--- src/rtl/tree_node_pkg.sv ---
`default_nettype none
// ============================================================================
// Module      : tree_node_pkg
// Description : Shared types and width helpers for the tree node controller.
//               node_state_e - controller FSM states
//               node_mode_e  - child dispatch mode (broadcast / sequential)
// Revision    : 1.0 - initial release
// ============================================================================
package tree_node_pkg;

    typedef enum logic [1:0] {
        IDLE  = 2'd0,
        ISSUE = 2'd1,
        WAIT  = 2'd2,
        RESP  = 2'd3
    } node_state_e;

    typedef enum logic {
        BROADCAST  = 1'b0,
        SEQUENTIAL = 1'b1
    } node_mode_e;

    // Counter wide enough to hold max_val; never narrower than one bit so a
    // disabled timeout still has a legal (constant-zero) register.
    function automatic int cnt_width(input int max_val);
        return (max_val <= 0) ? 1 : $clog2(max_val + 1);
    endfunction

    // Child pointer width; a single child still needs a one-bit pointer.
    function automatic int ptr_width(input int num);
        return (num <= 1) ? 1 : $clog2(num);
    endfunction

endpackage
`default_nettype wire

--- src/rtl/tree_node_done_tracker.sv ---
`default_nettype none
// ============================================================================
// Module      : tree_node_done_tracker
// Description : Issued / done / error mask registers for one tree node.
//               Produces next-cycle mask values so the controller can react
//               to an acceptance and a done pulse landing in the same cycle.
// Ports       : clear        - zero all masks (new transaction)
//               capture      - masks update only while this is high
//               accept       - per-child request handshake this cycle
//               done_in/err_in - per-child completion pulse and its error
//               ptr          - child pointer for ptr_done_next
//               *_next       - mask values after this clock edge
//               all_done_next / ptr_done_next - completion flags
// Revision    : 1.0 - initial release
// ============================================================================
module tree_node_done_tracker
    import tree_node_pkg::*;
#(
    parameter int NUM_CHILDREN = 5,
    parameter int PTR_W        = 3
) (
    input  logic                    clk,
    input  logic                    rst,
    input  logic                    clear,
    input  logic                    capture,
    input  logic [NUM_CHILDREN-1:0] accept,
    input  logic [NUM_CHILDREN-1:0] done_in,
    input  logic [NUM_CHILDREN-1:0] err_in,
    input  logic [PTR_W-1:0]        ptr,
    output logic [NUM_CHILDREN-1:0] issued_next,
    output logic [NUM_CHILDREN-1:0] done_next,
    output logic [NUM_CHILDREN-1:0] err_next,
    output logic                    all_done_next,
    output logic                    ptr_done_next
);

    logic [NUM_CHILDREN-1:0] r_issued;
    logic [NUM_CHILDREN-1:0] r_done;
    logic [NUM_CHILDREN-1:0] r_err;
    logic [NUM_CHILDREN-1:0] w_hit;

    // A done pulse counts only for a child that is issued (including one
    // being accepted this very cycle) and not already done.
    always_comb begin
        issued_next = r_issued;
        done_next   = r_done;
        err_next    = r_err;
        w_hit       = '0;
        if (clear) begin
            issued_next = '0;
            done_next   = '0;
            err_next    = '0;
        end else if (capture) begin
            issued_next = r_issued | accept;
            w_hit       = done_in & issued_next & ~r_done;
            done_next   = r_done | w_hit;
            err_next    = r_err | (w_hit & err_in);
        end
    end

    assign all_done_next = &done_next;
    assign ptr_done_next = done_next[ptr];

    always_ff @(posedge clk or posedge rst) begin
        if (rst) begin
            r_issued <= '0;
            r_done   <= '0;
            r_err    <= '0;
        end else begin
            r_issued <= issued_next;
            r_done   <= done_next;
            r_err    <= err_next;
        end
    end

endmodule
`default_nettype wire

--- src/rtl/tree_node_ctrl.sv ---
`default_nettype none
// ============================================================================
// Module      : tree_node_ctrl
// Description : Hierarchy node controller. Takes one command from the parent,
//               dispatches it to NUM_CHILDREN children (broadcast or one at a
//               time), gathers done/err pulses and returns one aggregated
//               response, optionally bounded by a cycle timeout.
// Ports       : up_req_*   - command from parent (ready decoded from state)
//               up_rsp_*   - registered aggregated response to parent
//               child_req_*- registered command to children, shared tag
//               child_done/child_err - per-child completion pulses
// Revision    : 1.0 - initial release
// ============================================================================
module tree_node_ctrl
    import tree_node_pkg::*;
#(
    parameter int NUM_CHILDREN   = 5,
    parameter int TAG_W          = 8,
    parameter int TIMEOUT_CYCLES = 255,
    parameter int SEQ_MODE       = 0
) (
    input  logic                    clk,
    input  logic                    rst,
    input  logic                    up_req_valid,
    output logic                    up_req_ready,
    input  logic [TAG_W-1:0]        up_req_tag,
    output logic                    up_rsp_valid,
    input  logic                    up_rsp_ready,
    output logic [TAG_W-1:0]        up_rsp_tag,
    output logic [NUM_CHILDREN-1:0] up_rsp_done_mask,
    output logic [NUM_CHILDREN-1:0] up_rsp_err_mask,
    output logic                    up_rsp_timeout,
    output logic [NUM_CHILDREN-1:0] child_req_valid,
    input  logic [NUM_CHILDREN-1:0] child_req_ready,
    output logic [TAG_W-1:0]        child_req_tag,
    input  logic [NUM_CHILDREN-1:0] child_done,
    input  logic [NUM_CHILDREN-1:0] child_err
);

    localparam int              CNT_W     = cnt_width(TIMEOUT_CYCLES);
    localparam int              PTR_W     = ptr_width(NUM_CHILDREN);
    localparam node_mode_e      c_mode    = (SEQ_MODE != 0) ? SEQUENTIAL : BROADCAST;
    localparam logic [CNT_W-1:0] c_cnt_max = CNT_W'(TIMEOUT_CYCLES);
    localparam logic [PTR_W-1:0] c_ptr_last = PTR_W'(NUM_CHILDREN - 1);

    node_state_e             r_state;
    node_state_e             w_state_n;
    logic [TAG_W-1:0]        r_tag;
    logic [PTR_W-1:0]        r_ptr;
    logic [PTR_W-1:0]        w_ptr_n;
    logic [CNT_W-1:0]        r_cnt;
    logic [CNT_W-1:0]        w_cnt_next;
    logic [NUM_CHILDREN-1:0] r_child_req_valid;
    logic [NUM_CHILDREN-1:0] w_child_req_valid_n;
    logic                    r_up_rsp_valid;
    logic [TAG_W-1:0]        r_up_rsp_tag;
    logic [NUM_CHILDREN-1:0] r_up_rsp_done_mask;
    logic [NUM_CHILDREN-1:0] r_up_rsp_err_mask;
    logic                    r_up_rsp_timeout;

    logic                    w_start;
    logic                    w_active;
    logic                    w_to_resp;
    logic                    w_timeout_flag;
    logic                    w_timeout_hit;
    logic [NUM_CHILDREN-1:0] w_accept;
    logic [NUM_CHILDREN-1:0] w_issued_next;
    logic [NUM_CHILDREN-1:0] w_done_next;
    logic [NUM_CHILDREN-1:0] w_err_next;
    logic                    w_all_done_next;
    logic                    w_ptr_done_next;

    assign w_start  = (r_state == IDLE) && up_req_valid;
    assign w_active = (r_state == ISSUE) || (r_state == WAIT);
    assign w_accept = r_child_req_valid & child_req_ready;

    // Saturating count; with the timeout disabled c_cnt_max is 0, which pins
    // the counter at 0.
    assign w_cnt_next = (r_cnt == c_cnt_max) ? r_cnt : r_cnt + CNT_W'(1);

    // The limit fires on the edge where the counter would reach
    // TIMEOUT_CYCLES, so exactly TIMEOUT_CYCLES cycles are spent in
    // ISSUE/WAIT before the response is raised.
    assign w_timeout_hit = (TIMEOUT_CYCLES != 0) && w_active &&
                           (w_cnt_next == c_cnt_max);

    tree_node_done_tracker #(
        .NUM_CHILDREN (NUM_CHILDREN),
        .PTR_W        (PTR_W)
    ) u_tracker (
        .clk           (clk),
        .rst           (rst),
        .clear         (w_start),
        .capture       (w_active),
        .accept        (w_accept),
        .done_in       (child_done),
        .err_in        (child_err),
        .ptr           (r_ptr),
        .issued_next   (w_issued_next),
        .done_next     (w_done_next),
        .err_next      (w_err_next),
        .all_done_next (w_all_done_next),
        .ptr_done_next (w_ptr_done_next)
    );

    // ------------------------------------------------------------------
    // FSM: state register
    // ------------------------------------------------------------------
    always_ff @(posedge clk or posedge rst) begin
        if (rst) begin
            r_state <= IDLE;
        end else begin
            r_state <= w_state_n;
        end
    end

    // ------------------------------------------------------------------
    // FSM: next state and next registered outputs
    // ------------------------------------------------------------------
    always_comb begin
        w_state_n           = r_state;
        w_ptr_n             = r_ptr;
        w_child_req_valid_n = r_child_req_valid;
        w_to_resp           = 1'b0;
        w_timeout_flag      = 1'b0;

        case (r_state)
            IDLE: begin
                if (up_req_valid) begin
                    w_state_n           = ISSUE;
                    w_ptr_n             = '0;
                    w_child_req_valid_n = (c_mode == SEQUENTIAL) ?
                                          NUM_CHILDREN'(1) : '1;
                end
            end

            ISSUE, WAIT: begin
                if (c_mode == SEQUENTIAL) begin
                    if (w_ptr_done_next) begin
                        if (r_ptr == c_ptr_last) begin
                            w_to_resp = 1'b1;
                        end else begin
                            w_ptr_n             = r_ptr + PTR_W'(1);
                            w_state_n           = ISSUE;
                            w_child_req_valid_n = NUM_CHILDREN'(1) << w_ptr_n;
                        end
                    end else if (w_accept[r_ptr]) begin
                        w_state_n           = WAIT;
                        w_child_req_valid_n = '0;
                    end
                end else begin
                    if (w_all_done_next) begin
                        w_to_resp = 1'b1;
                    end else begin
                        w_child_req_valid_n = ~w_issued_next;
                        w_state_n           = (&w_issued_next) ? WAIT : ISSUE;
                    end
                end

                // Completion takes precedence over a coincident timeout.
                if (!w_to_resp && w_timeout_hit) begin
                    w_to_resp      = 1'b1;
                    w_timeout_flag = 1'b1;
                end

                if (w_to_resp) begin
                    w_state_n           = RESP;
                    w_child_req_valid_n = '0;
                end
            end

            RESP: begin
                if (up_rsp_ready) begin
                    w_state_n = IDLE;
                end
            end

            default: begin
                w_state_n           = IDLE;
                w_child_req_valid_n = '0;
            end
        endcase
    end

    // ------------------------------------------------------------------
    // Datapath registers
    // ------------------------------------------------------------------
    always_ff @(posedge clk or posedge rst) begin
        if (rst) begin
            r_tag              <= '0;
            r_ptr              <= '0;
            r_cnt              <= '0;
            r_child_req_valid  <= '0;
            r_up_rsp_valid     <= 1'b0;
            r_up_rsp_tag       <= '0;
            r_up_rsp_done_mask <= '0;
            r_up_rsp_err_mask  <= '0;
            r_up_rsp_timeout   <= 1'b0;
        end else begin
            r_ptr             <= w_ptr_n;
            r_child_req_valid <= w_child_req_valid_n;

            if (w_start) begin
                r_tag <= up_req_tag;
                r_cnt <= '0;
            end else if (w_active) begin
                r_cnt <= w_cnt_next;
            end

            if (w_to_resp) begin
                r_up_rsp_valid     <= 1'b1;
                r_up_rsp_tag       <= r_tag;
                r_up_rsp_done_mask <= w_done_next;
                r_up_rsp_err_mask  <= w_err_next;
                r_up_rsp_timeout   <= w_timeout_flag;
            end else if ((r_state == RESP) && up_rsp_ready) begin
                r_up_rsp_valid <= 1'b0;
            end
        end
    end

    assign up_req_ready     = (r_state == IDLE);
    assign up_rsp_valid     = r_up_rsp_valid;
    assign up_rsp_tag       = r_up_rsp_tag;
    assign up_rsp_done_mask = r_up_rsp_done_mask;
    assign up_rsp_err_mask  = r_up_rsp_err_mask;
    assign up_rsp_timeout   = r_up_rsp_timeout;
    assign child_req_valid  = r_child_req_valid;
    assign child_req_tag    = r_tag;

endmodule
`default_nettype wire

--- config.mk ---
export PLATFORM = sky130hd
export DESIGN_NAME = tree_node_ctrl
export DESIGN_NICKNAME = d
export VERILOG_FILES = /design/src/rtl/tree_node_pkg.sv /design/src/rtl/tree_node_done_tracker.sv /design/src/rtl/tree_node_ctrl.sv
export SDC_FILE = /design/constraint.sdc
export NUM_CORES = 1
export LEC_CHECK = 0
export CAP_MARGIN = 20
export CORE_MARGIN = 2
export CORE_UTILIZATION = 50
export CTS_BUF_LIST = sky130_fd_sc_hd__clkbuf_4
export CTS_CLUSTER_DIAMETER = 100
export DETAILED_ROUTE_END_ITERATION = 10
export DONT_BUFFER_PORTS = 1
export MAX_ROUTING_LAYER = met4
export PLACE_DENSITY_LB_ADDON = 0.15
export SKIP_CTS_REPAIR_TIMING = 1
export SYNTH_ARGS = -nofsm -noshare
export SYNTH_HDL_FRONTEND = slang
export SYNTH_SLANG_ARGS = --single-unit
--- constraint.sdc ---
create_clock -name clk -period 6.4 [get_ports clk]
set_input_delay 0.32 -clock clk [delete_from_list [all_inputs] [get_ports clk]]
set_output_delay 0.32 -clock clk [all_outputs]
set_load 0.02 [all_outputs]
### Yosys cells after proc, flatten, opt, wreduce, memory -nomap -nowiden

Index checks and enable logic that the tools add are counted.

| word-level totals | value |
|---|---|
| register bits | 58 |

| operators by class | value |
|---|---|
| $add $sub $neg | 1 |
| equal/unequal tests | 8 |
| mux-type cells | 28 |
| bitwise operators | 9 |
| reductions and logical operators | 15 |

Operators with widths:

| cell | count |
|---|---|
| $mux 5 | 9 |
| $mux 8 | 3 |
| $and 5x5->5 | 4 |
| $eq 8x8->1 const B | 2 |
| $or 5x5->5 | 3 |
| $mux 2 | 5 |
| $not 5->5 | 2 |
| $pmux 5 s2 | 1 |
| $reduce_and 5->1 | 2 |
| $mux 1 | 9 |
| $add 8x1->8 const B | 1 |
| $pmux 2 s3 | 1 |
| $reduce_and 3->1 | 2 |
| $reduce_bool 2->1 | 3 |
| $eq 2x2->1 const B | 2 |
| $logic_and 1x1->1 | 4 |
| $ne 2x2->1 const B | 2 |
| $ne 3x3->1 const B | 1 |
| $eq 2x1->1 const B | 1 |
| $logic_not 2->1 | 1 |
| $reduce_or 2->1 | 1 |
| $logic_not 1->1 | 1 |
| $logic_or 1x1->1 | 1 |

### Depth between registers and ports, before layout

| logic depth | value |
|---|---|
| word-level depth | 16 |
| depth in mapped cells | 10 |
| mapped depth without buffers | 8 |

### Modules after synthesis

From an unflattened synthesis, not the netlist that was laid out.

| unflattened totals | value |
|---|---|
| cells, all modules | 252 |
| area, all modules | 2,776.4 µm² |

By module, submodules not included:

| module | instances | cells an instance | area an instance (µm²) |
|---|---|---|---|
| tree_node_ctrl | 1 | 182 | 2,089.5 |
| tree_node_done_tracker | 1 | 70 | 686.9 |

### Least setup slack after synthesis

No wires, ideal clock.

| timing | value |
|---|---|
| path type | register -> register |
| start point | reg r_state[0] |
| end point | reg r_up_rsp_done_mask[2], in the netlist up_rsp_done_mask[2] |
| arrival time | 2,123 ps |
| data required time | 6,275 ps |
| slack | 4,152 ps |
| cell stages (with the launch flop) | 10 |
| buffers on the path | 1 |
| period minus slack after synthesis | 2,248 ps |
| cells stage by stage | dfrtp_1 > inv_1 > ha_1 > nand2_1 > a41o_2 > o221ai_2 > nor4b_4 > nor2_4 > buf_12 > mux2_4 |

RTL lines:

| what | line | RTL |
|---|---|---|
| start: declaration | tree_node_ctrl.sv:46 | `node_state_e r_state;` |
| start signal: assignment | tree_node_ctrl.sv:113 | `r_state <= w_state_n;` |
| $logic_not 2->1 * | - |  |
| via up_req_ready | tree_node_ctrl.sv:25 | `output logic up_req_ready,` |
| $logic_and 1x1->1 * | tree_node_ctrl.sv:73 | `assign w_start = (r_state == IDLE) && up_req_valid;` |
| $mux 5 * | tree_node_done_tracker.sv:49 | `if (clear) begin` |
| via u_tracker.done_next[4] | tree_node_done_tracker.sv:31 | `output logic [NUM_CHILDREN-1:0] done_next,` |
| $reduce_and 5->1 * | tree_node_done_tracker.sv:61 | `assign all_done_next = &done_next;` |
| $mux 1 * | tree_node_ctrl.sv:152 | `if (w_all_done_next) begin` |
| $mux 1 * | tree_node_ctrl.sv:127 | `case (r_state)` |
| $logic_not 1->1 | tree_node_ctrl.sv:161 | `if (!w_to_resp && w_timeout_hit) begin` |
| $logic_and 1x1->1 | tree_node_ctrl.sv:161 |  |
| $mux 1 * | tree_node_ctrl.sv:161 |  |
| $mux 1 * (2 in a row) | tree_node_ctrl.sv:127 |  |
| end signal: assignment | tree_node_ctrl.sv:213 | `r_up_rsp_done_mask <= w_done_next;` |
| end: declaration | tree_node_ctrl.sv:57 | `logic [NUM_CHILDREN-1:0] r_up_rsp_done_mask;` |

The timed path passes the listed nets; every way through them passes the cells marked *. The select of a mux whose other input is x is not followed.
A chain may end at the register's enable or synchronous reset.

### Worst setup path after layout

| timing | value |
|---|---|
| start point | reg r_state[1] |
| end point | reg r_up_rsp_err_mask[4], in the netlist up_rsp_err_mask[4] |

| between the ends | value |
|---|---|
| longest elaborated chain between the ends | 12 |

RTL lines:

| what | line | RTL |
|---|---|---|
| $eq 2x1->1 or $eq 2x2->1 (tied branches) | tree_node_ctrl.sv:74, tree_node_ctrl.sv:127 |  |
| $logic_or 1x1->1 | tree_node_ctrl.sv:74 | `assign w_active = (r_state == ISSUE) \|\| (r_state == WAIT);` |
| $mux 5 | tree_node_done_tracker.sv:53 | `end else if (capture) begin` |
| $mux 5 | tree_node_done_tracker.sv:49 |  |
| $reduce_and 5->1 | tree_node_done_tracker.sv:61 |  |
| $mux 1 | tree_node_ctrl.sv:152 |  |
| $mux 1 | tree_node_ctrl.sv:127 |  |
| $logic_not 1->1 | tree_node_ctrl.sv:161 |  |
| $logic_and 1x1->1 | tree_node_ctrl.sv:161 |  |
| $mux 1 | tree_node_ctrl.sv:161 |  |
| $mux 1 (2 in a row) | tree_node_ctrl.sv:127 |  |
| end signal: assignment | tree_node_ctrl.sv:214 | `r_up_rsp_err_mask <= w_err_next;` |
| end: declaration | tree_node_ctrl.sv:58 | `logic [NUM_CHILDREN-1:0] r_up_rsp_err_mask;` |

Parallel ways exist; a longest one is shown, timed or not. The select of a mux whose other input is x is not followed.

==> impl_metrics.toml <==
[run]
maxCapViolations = 0

[layout]
area_delta_synth_final_pct = 5.24
instances_no_fill = 346
drive_above_1_share_pct = 14.1
postLayoutCoreUtil_pct = 55.4
antenna_cells = 0
nets = 301

[worst_setup_path]
setup.worst_path.start_class = "register"
timing.rr.start = "r_state[1]$_DFFE_PP0P_"
cpMaxStageDelayCell = "ha_1"
path_buf_inv = 1
cp_cell_sequence = "inv_1, ha_1, nand2_1, nor2_1, o221ai_2, nor4b_4, nor2_4, mux2_4"
end_kind = "register"
worstSetupPathType = "register to register"
crit_required_ns = 6.67
rrSetupSlack_ns = 3.46
crit_arrival_ns = 3.21
crit_fanout = 28
worstRegToRegCells = 8
critPathTopFamily = "simple AND/OR/NAND/NOR gates"
slowest_delay_ns = 0.82
reg2reg_to = "up_rsp_err_mask[4]$_DFFE_PP0P_"

[routing]
postRouteWirelength_um = 5630
first_iter_violations = 100
drcViolationCount = 0
postRouteAntennaNets = 0
viasPerCell = 5.61
drt_pass1_iterations = 4
num_vias = 1941
detail_route.wl_per_cell_um = 16.3

[synthesis]
ys_warn_count = 0
synth_area_leaders = "dfrtp_1 53%, nand2_1 6.2%, nor2_1 4.5%"
synth_commonest_cells = "58 x dfrtp_1, 45 x nand2_1, 33 x nor2_1"
async_flop_share_pct = 100
avgSynthCellArea_um2 = 10.1
synth_top_area_share_pct = 53.3
syn_nets = 300
netlist_area_um2 = 2720
synth.distinct_cells = 49
synth-seq-area-share_pct = 53.3
synth_top_cell_by_area = "dfrtp_1"
synth_seq_cells = 58
syn_inst = 270
synth_most_common_cell = "dfrtp_1"
synthFlopType = "dfrtp_1"
synth-edff-count = 0

[sta]
finClkSkew_ns = 0.00794
relSlewSlack_pct = 45.3
max_freq_ghz = 0.340
finalWorstSetupSlack_ns = 3.46
finalCriticalPeriod_ns = 2.94
hold_viol = 5
tightestPinTransition_ns = 0.820
rsz0062_at_grt = "no"
drv_slew = 0
setup_tns_ns = 0
finalSetupViolCount = 0
holdWs_ns = -0.00150
finalCritPeriodShare_pct = 46.0

[cts]
clock_latency_ns = 0.38
cts_htree_levels = 3
cts_root_buf = "clkbuf_4"
cts_tree = "built"
clock_sinks = 58
clockBufferDepth = 2
clkTransAtPathRegs_ns = 0.10
cts_buffers = 9

[grt]
grt_pass1_wl_um = 9200
grt_max_degree = 59
first_global_vias = 1857
grt_overflow = 0
track_usage_pct = 20.4
antenna_found_initial = 0

[placement]
dp.cells = 330
port_buffers = 0
dpl.hpwl_um = 3760
place.gp.congestion = 0.820
place_ws_ns = 3.45

[die]
start_util_pct = 52.7
core_um2 = 5170
die_w_um = 77.8
die_height_um = 77.8
row_count = 26
fp.dieArea_um2 = 6050
io_pins = 61

[pwr]
p_leak_nw = 1.32
ir_worst_vdd_v = 0.000293
cellPowerDensity_nw_per_um2 = 543

[min_path]
hold_path.class = "input port to async pin"

[status]
outcome = "finished with violations"
violations = "negative hold slack"
## power by group
group          internal, mW  total [mW]  leakage, nW  switching [mW]
sequential            0.522       0.753        0.699           0.230
combinational         0.260       0.588        0.565           0.328
clock                0.0810       0.217       0.0612           0.136
## final cells by class
cell class	instances	area, µm²
inverters	11	41.3
multi-input cells	189	1160
well taps	70	87.6
clock buffers	10	75.1
flip-flops and latches	58	1450
clock inverters	6	33.8
repair buffers	2	15.0
fillers	456	2310
## stage by stage
stage                     cell area [µm²]  power [mW]
after floorplan                      2720        1.23
after global routing                 2870        1.67
final                                2870        1.56
after global placement               2760        1.33
after CTS                            2870        1.57
after detailed placement             2760        1.35
## worst max path at each step
stage / from / end / cells past startpoint
6_report: r_state[1]$_DFFE_PP0P_ / up_rsp_err_mask[4]$_DFFE_PP0P_ / 8
5_1_grt: r_state[1]$_DFFE_PP0P_ / up_rsp_err_mask[4]$_DFFE_PP0P_ / 8
4_1_cts: r_state[1]$_DFFE_PP0P_ / up_rsp_done_mask[2]$_DFFE_PP0P_ / 8
3_5_place_dp: r_state[1]$_DFFE_PP0P_ / up_rsp_done_mask[2]$_DFFE_PP0P_ / 8
3_3_place_gp: r_state[1]$_DFFE_PP0P_ / up_rsp_err_mask[0]$_DFFE_PP0P_ / 8
2_1_floorplan: r_state[0]$_DFFE_PP0P_ / up_rsp_done_mask[2]$_DFFE_PP0P_ / 9
## cells by family (layout without fill, tap and decap cells)
| group | after synthesis | count (layout) | synth area share (%) |
|---|---|---|---|
| compound gates | 45 | 45 | 10.8 |
| xor+xnor | 1 | 1 | 0.322 |
| fa+ha+maj | 3 | 3 | 1.38 |
| buf+inv | 23 | 29 | 4.04 |
| flops | 58 | 58 | 53.3 |
| mux | 17 | 17 | 7.86 |
| simple gates | 123 | 123 | 22.3 |
## layout by cell type, fill, tap and decap left out, drive strengths merged, types with 2 or more instances in the layout
cell,n
nor2b,3
clkbuf,10
a31oi,9
and2,5
inv,11
ha,3
nand4b,2
o21ai,8
clkinv,5
nand3,5
nand2,45
mux2,14
nand4,4
nand2b,2
dfrtp,58
o221ai,5
mux2i,3
a21o,2
and3,4
nor3,9
nor2,35
a21oi,12
nor3b,2
buf,2
and4,2
## state kept, by name, summed over array words and instances (netlist names)
register / cells
u_tracker.r_issued: 5
u_tracker.r_done: 5
up_rsp_valid: 1
child_req_tag: 8
up_rsp_err_mask: 5
child_req_valid: 5
r_cnt: 8
up_rsp_tag: 8
u_tracker.r_err: 5
up_rsp_done_mask: 5
r_state: 2
up_rsp_timeout: 1
## layer usage
layer / GRT usage, % / part of all wire (%)
met1: 27.9 / 47
met2: 27.2 / 46
met3: 7.79 / 6.1
met4: 8.57 / 0.85
met5: - / 0
## worst register-to-register path: stages (launching register included)
cell,delay [ns]
dfrtp_1,0.38
inv_1,0.05
ha_1,0.82
nand2_1,0.10
nor2_1,0.25
o221ai_2,0.16
nor4b_4,0.47
nor2_4,0.24
mux2_4,0.35
No activity file was read; power rests on OpenSTA's default activity.
